**src/rtl/shader_result_pkg.sv**
```systemverilog
// rtl/shader_result_pkg.sv - shared types and helpers for the shader result collector
package shader_result_pkg;

    localparam int WIDTH_DEF = 32;
    localparam int LANES_DEF = 4;

    typedef enum logic [1:0] {
        IDLE,
        SCALAR,
        LANE
    } ser_state_e;

    typedef struct packed {
        logic [WIDTH_DEF-1:0]           scalar;
        logic [WIDTH_DEF*LANES_DEF-1:0] vector;
    } result_t;

    // A single-lane build still needs a 1-bit lane index port.
    function automatic int lane_w(input int lanes);
        return (lanes > 1) ? $clog2(lanes) : 1;
    endfunction

endpackage

```
**src/rtl/shader_result_fifo.sv**
```systemverilog
// rtl/shader_result_fifo.sv - synchronous FIFO of shader results
module shader_result_fifo
    import shader_result_pkg::*;
#(
    parameter type entry_t = result_t,
    parameter int  DEPTH   = 4
) (
    input  logic                   clk,
    input  logic                   rst_n,
    input  logic                   push,
    input  entry_t                 wdata,
    input  logic                   pop,
    output entry_t                 rdata,
    output logic                   full,
    output logic                   empty,
    output logic [$clog2(DEPTH):0] count
);

    localparam int PTR_W = $clog2(DEPTH);
    localparam int CW    = PTR_W + 1;

    entry_t            mem_q [DEPTH];
    logic [PTR_W-1:0]  wr_ptr_q;
    logic [PTR_W-1:0]  rd_ptr_q;
    logic [CW-1:0]     count_q;
    logic              do_push;
    logic              do_pop;

    assign full    = (count_q == CW'(DEPTH));
    assign empty   = (count_q == '0);
    assign count   = count_q;
    assign rdata   = mem_q[rd_ptr_q];
    assign do_push = push && !full;
    assign do_pop  = pop && !empty;

    // Storage is not reset; only the pointers define which entries are live.
    always_ff @(posedge clk) begin
        if (do_push) begin
            mem_q[wr_ptr_q] <= wdata;
        end
    end

    always_ff @(posedge clk or negedge rst_n) begin
        if (!rst_n) begin
            wr_ptr_q <= '0;
            rd_ptr_q <= '0;
            count_q  <= '0;
        end else begin
            if (do_push) begin
                wr_ptr_q <= wr_ptr_q + 1'b1;
            end
            if (do_pop) begin
                rd_ptr_q <= rd_ptr_q + 1'b1;
            end
            count_q <= count_q + CW'(do_push) - CW'(do_pop);
        end
    end

endmodule

```
**src/rtl/shader_result_collector.sv**
```systemverilog
// rtl/shader_result_collector.sv - buffers shader results and serializes them into writeback beats
module shader_result_collector
    import shader_result_pkg::*;
#(
    parameter int WIDTH = WIDTH_DEF,
    parameter int LANES = LANES_DEF,
    parameter int DEPTH = 4,
    parameter int CNT_W = 16
) (
    input  logic                       clk,
    input  logic                       rst_n,
    input  logic                       valid,
    output logic                       ready,
    input  logic [WIDTH-1:0]           result_s,
    input  logic [WIDTH*LANES-1:0]     result_v,
    output logic                       wb_valid,
    input  logic                       wb_ready,
    output logic [WIDTH-1:0]           wb_data,
    output logic                       wb_is_scalar,
    output logic [lane_w(LANES)-1:0]   wb_lane,
    output logic                       wb_last,
    output logic [CNT_W-1:0]           result_cnt,
    output logic                       busy
);

    localparam int LANE_W = lane_w(LANES);
    localparam int CW     = $clog2(DEPTH) + 1;
    localparam logic [LANE_W-1:0] LAST_LANE = LANE_W'(LANES - 1);

    typedef struct packed {
        logic [WIDTH-1:0]       scalar;
        logic [WIDTH*LANES-1:0] vector;
    } entry_t;

    ser_state_e                   state_q, state_d;
    logic [LANE_W-1:0]            lane_q, lane_d;
    entry_t                       hold_q, hold_d;
    entry_t                       wdata, head;
    logic                         ready_q, ready_d;
    logic [CNT_W-1:0]             cnt_q;
    logic                         push, pop;
    logic                         fifo_full, fifo_empty;
    logic [CW-1:0]                fifo_count, count_next;
    logic [LANES-1:0][WIDTH-1:0]  lanes_d;

    logic                         wb_valid_q, wb_valid_d;
    logic [WIDTH-1:0]             wb_data_q, wb_data_d;
    logic                         wb_is_scalar_q, wb_is_scalar_d;
    logic [LANE_W-1:0]            wb_lane_q, wb_lane_d;
    logic                         wb_last_q, wb_last_d;

    assign wdata.scalar = result_s;
    assign wdata.vector = result_v;
    assign push         = valid && ready_q && !fifo_full;

    shader_result_fifo #(
        .entry_t (entry_t),
        .DEPTH   (DEPTH)
    ) u_fifo (
        .clk   (clk),
        .rst_n (rst_n),
        .push  (push),
        .wdata (wdata),
        .pop   (pop),
        .rdata (head),
        .full  (fifo_full),
        .empty (fifo_empty),
        .count (fifo_count)
    );

    always_comb begin
        state_d = state_q;
        lane_d  = lane_q;
        hold_d  = hold_q;
        pop     = 1'b0;
        case (state_q)
            IDLE: begin
                if (!fifo_empty) begin
                    hold_d  = head;
                    pop     = 1'b1;
                    state_d = SCALAR;
                end
            end
            SCALAR: begin
                if (wb_ready) begin
                    lane_d  = '0;
                    state_d = LANE;
                end
            end
            LANE: begin
                if (wb_ready) begin
                    if (lane_q != LAST_LANE) begin
                        lane_d = lane_q + 1'b1;
                    end else if (!fifo_empty) begin
                        // Reload straight from the last lane so results stream without a bubble.
                        hold_d  = head;
                        pop     = 1'b1;
                        state_d = SCALAR;
                    end else begin
                        state_d = IDLE;
                    end
                end
            end
            default: state_d = IDLE;
        endcase
    end

    assign lanes_d = hold_d.vector;

    // Beat outputs are derived from the next state so they can be registered.
    always_comb begin
        wb_valid_d     = (state_d != IDLE);
        wb_is_scalar_d = (state_d == SCALAR);
        wb_lane_d      = '0;
        wb_last_d      = 1'b0;
        wb_data_d      = '0;
        if (state_d == SCALAR) begin
            wb_data_d = hold_d.scalar;
        end else if (state_d == LANE) begin
            wb_lane_d = lane_d;
            wb_last_d = (lane_d == LAST_LANE);
            wb_data_d = lanes_d[lane_d];
        end
    end

    assign count_next = fifo_count + CW'(push) - CW'(pop);
    assign ready_d    = (count_next < CW'(DEPTH));

    always_ff @(posedge clk or negedge rst_n) begin
        if (!rst_n) begin
            state_q        <= IDLE;
            lane_q         <= '0;
            hold_q         <= '0;
            ready_q        <= 1'b0;
            cnt_q          <= '0;
            wb_valid_q     <= 1'b0;
            wb_data_q      <= '0;
            wb_is_scalar_q <= 1'b0;
            wb_lane_q      <= '0;
            wb_last_q      <= 1'b0;
        end else begin
            state_q        <= state_d;
            lane_q         <= lane_d;
            hold_q         <= hold_d;
            ready_q        <= ready_d;
            wb_valid_q     <= wb_valid_d;
            wb_data_q      <= wb_data_d;
            wb_is_scalar_q <= wb_is_scalar_d;
            wb_lane_q      <= wb_lane_d;
            wb_last_q      <= wb_last_d;
            if (push) begin
                cnt_q <= cnt_q + CNT_W'(1);
            end
        end
    end

    assign ready        = ready_q;
    assign wb_valid     = wb_valid_q;
    assign wb_data      = wb_data_q;
    assign wb_is_scalar = wb_is_scalar_q;
    assign wb_lane      = wb_lane_q;
    assign wb_last      = wb_last_q;
    assign result_cnt   = cnt_q;
    assign busy         = (fifo_count != '0) || (state_q != IDLE);

endmodule

```
**config.mk**
```make
export PLATFORM = sky130hd
export DESIGN_NAME = shader_result_collector
export DESIGN_NICKNAME = d
export VERILOG_FILES = /design/src/rtl/shader_result_pkg.sv /design/src/rtl/shader_result_fifo.sv /design/src/rtl/shader_result_collector.sv
export SDC_FILE = /design/constraint.sdc
export NUM_CORES = 1
export LEC_CHECK = 0
export CAP_MARGIN = 20
export CORE_MARGIN = 2
export CORE_UTILIZATION = 45
export CTS_CLUSTER_DIAMETER = 120
export DETAILED_ROUTE_END_ITERATION = 12
export PLACE_DENSITY = 0.75
export SYNTH_ARGS = -nofsm -noshare
export SYNTH_HDL_FRONTEND = slang
export SYNTH_SLANG_ARGS = --single-unit
```
**constraint.sdc**
```tcl
create_clock -name clk -period 10.15 [get_ports clk]
set_clock_uncertainty 0.15 [all_clocks]
set_input_delay 1.015 -clock clk [delete_from_list [all_inputs] [get_ports clk]]
set_output_delay 1.015 -clock clk [all_outputs]
set_load 0.03 [all_outputs]
```
==> key figures <==
Timing
  – Hold Violations, Final: 0
  – Setup total negative slack: 0 ns
  – Normalized max-slew margin: 0.2984
  – Worst slew pin tran: 1.052 ns
  – RSZ-0062 raised after global routing: no
  – Max Slew Vio Count: 0
  – Min Tclk post-route: 4.661 ns
  – Fin crit share: 0.4592
  – Max frequency: 0.2145 GHz
  – Final worst setup slack: 5.489 ns
  – # setup viols final: 0

Detailed routing
  – Vias per cell: 5.743
  – 1st-iter DRT viols: 1498
  – DR vias: 16.04k
  – 1st-pass router iterations: 5
  – Final ANT Viol Nets: 0
  – Final wirelength: 75550 µm
  – Avg WL per Cell: 27.05 µm
  – DRC Markers: 0

Critical path
  – R2r startpoint: state_q[0]
  – Req. time, crit path: 10.51 ns
  – Setup crit start: wb_ready
  – R2R cell count: 11
  – Crit path DAT: 5.02 ns
  – Crit end category: flip-flop
  – Crit Path Max Fanout: 85
  – Crit Path Category: in2reg
  – CP Launch Type: primary input

Clock network
  – Sink Count: 865
  – TritonCTS clock tree: yes
  – CTS H-tree lvls: 3
  – Post-CTS Setup Bufs: 0
  – Post-cts sizing count: 0
  – Hold-fix buffers, CTS: 0
  – Root Buffer: clkbuf_16
  – Clock latency on the worst-skew pair: 0.66 ns
  – CTS clk-pin slew, worst paths: 0.06 ns
  – TritonCTS Buffers: 83
  – Clock Tree Buf Depth: 3

Place
  – DPL Wire Length: 46900 µm
  – Post-place setup slack: 4.896 ns
  – Routability cong.: 0.8102
  – Buffers on Ports: 218

Global routing
  – Initial antenna violation count: 14
  – Grt ovf: 0
  – Pin count of the biggest net entering global routing: 86
  – Number of global-route vias before repair: 16.84k
  – GRT Overall Usage: 0.2047
  – First-pass GRT wire length: 111000 µm

Job
  – Max-Cap Viols: 0

Floorplan
  – IO Count: 219
  – Core area: 71240 µm²
  – # rows: 98
  – Die outline height: 271.7 µm
  – DIE WIDTH: 271.7 µm
  – Starting Density: 0.4528
  – Die area: 73850 µm²

Outcome
  – Run status: finished, final reports clean

Logic synthesis
  – Ys async rst share: 0.2601
  – Synth top area share: 0.5957
  – Number of synthesized register bits: 865
  – Mapped Cells: 1529
  – Top FF cell, synth: edfxtp_1
  – Synth Cell Area: 32260 µm²
  – Number of distinct library cells after synthesis: 51
  – Synth Warn #: 0
  – Post-Syn Nets: 1707
  – Synth Area per Inst: 21.10 µm²
  – Cell taking the most area after synthesis: edfxtp_1
  – Post-synth EDFFs: 640
  – Sequential area share after synthesis: 0.7703
  – Area contributors post-synth: edfxtp_1 (60%), dfrtp_1 (17%), mux4_2 (11%)

Layout
  – Area grow syn2layout: 18.57%
  – Final nets: 1947
  – Most common cell after layout, fill and taps aside: edfxtp_1
  – FILL cells: 5290
  – Most frequent cells in the layout: edfxtp_1 (640), dfrtp_1 (223), clkdlybuf4s50_1 (217), a22o_1 (160), mux4_2 (159)
  – Layout cells sized above 1: 0.1755

Power
  – Worst IR drop on VDD: 0.0001979 V
  – Lkg Pwr: 13.33 nW
  – Pwr dens: 313.4 nW/µm²

Worst hold path
  – Hold Path Class: in2async
[sequential cells by signal, indices dropped and copies added (netlist names)]
register	cells
u_fifo.count	3
state_q	2
u_fifo.rd_ptr_q	2
wb_last	1
lane_q	2
wb_data	32
u_fifo.mem_q	640
u_fifo.wr_ptr_q	2
wb_valid	1
wb_is_scalar	1
hold_q	160
wb_lane	2
ready	1
result_cnt	16
[through the flow]
step,cells,total power [mW],hold WS [ns],instance area [µm²],utilization
6_report,2793,11.99,0.2175,38250,0.5369
5_1_grt,2792,12.51,0.2379,38250,0.5369
4_1_cts,2784,12.02,0.2048,38100,0.5348
3_5_place_dp,2628,8.962,0.3147,35390,0.4968
3_3_place_gp,2628,8.861,0.3129,35390,0.4968
2_1_floorplan,1529,7.659,0.3152,32260,-
[path summary, 6_finish.rpt]
kind | to | slack [ns]
setup / recovery | u_fifo.count[1] | 5.49
hold / removal | hold_q[110] | 0.22
max in group asynchronous | hold_q[96] | 8.51
hold reg to reg | result_cnt[15] | 0.32
setup reg to reg | u_fifo.count[1] | 5.65
min in group clk | result_cnt[15] | 0.32
[cells by family (layout without fill, tap and decap cells)]
kind of cell / count (synthesis) / count (layout) / synth area share
flops: 865 / 865 / 0.7703
mux: 226 / 226 / 0.1318
compound gates: 212 / 212 / 0.05725
buf+inv: 108 / 419 / 0.01617
simple gates: 83 / 83 / 0.01311
xor+xnor: 21 / 21 / 0.005702
fa+ha+maj: 14 / 14 / 0.005663
other cells: 0 / 3 / 0
[synth_stat cells (7+ instances only)]
| cell type | count |
|---|---|
| buf_2 | 51 |
| clkbuf_1 | 28 |
| ha_1 | 13 |
| nand2_1 | 40 |
| xor2_1 | 7 |
| mux2i_1 | 66 |
| dfrtp_1 | 225 |
| inv_1 | 18 |
| edfxtp_1 | 640 |
| and2_1 | 7 |
| o221ai_1 | 32 |
| mux4_2 | 159 |
| a22o_1 | 160 |
| xnor2_1 | 14 |
| nor2_1 | 8 |
[routing by layer]
| layer | GRT usage | wire length, µm | vias to the layer above |
|---|---|---|---|
| met1 | 0.2599 | 28880 | 8513 |
| met5 | 0 | 107 | - |
| met4 | 0.06420 | 1994 | 16 |
| met2 | 0.3299 | 37580 | 626 |
| met3 | 0.07466 | 6985 | 118 |
| li1 | - | - | 6766 |
[power breakdown]
| part | internal (mW) | switching (mW) | total, mW |
|---|---|---|---|
| registers | 4.63 | 0.349 | 4.98 |
| logic | 1.66 | 2.32 | 3.98 |
| clock network | 1.70 | 1.32 | 3.02 |
| total | 7.99 | 4.00 | 12.0 |
[worst max-delay path: stages]
cell and delay (ns):
clkdlybuf4s50_1 0.64, and4_1 0.39, o21a_4 0.79, buf_4 0.83
ha_1 0.37, inv_1 0.06, ha_1 0.13, inv_1 0.06
fa_1 0.52, inv_1 0.07
[layout make-up]
cell class                      count  area [µm²]  share of cell area
Antenna cell                        3       7.507           0.0001963
Clock buffer                      113        2281             0.05963
Clock inverter                     43       424.2             0.01109
Inverter                           18       67.56            0.001766
Multi-Input combinational cell    556        6937              0.1813
Sequential cell                   865       24860              0.6498
Tap cell                          950        1189             0.03107
Timing Repair Buffer              245        2490             0.06509
(Power assumes the default switching activity.)
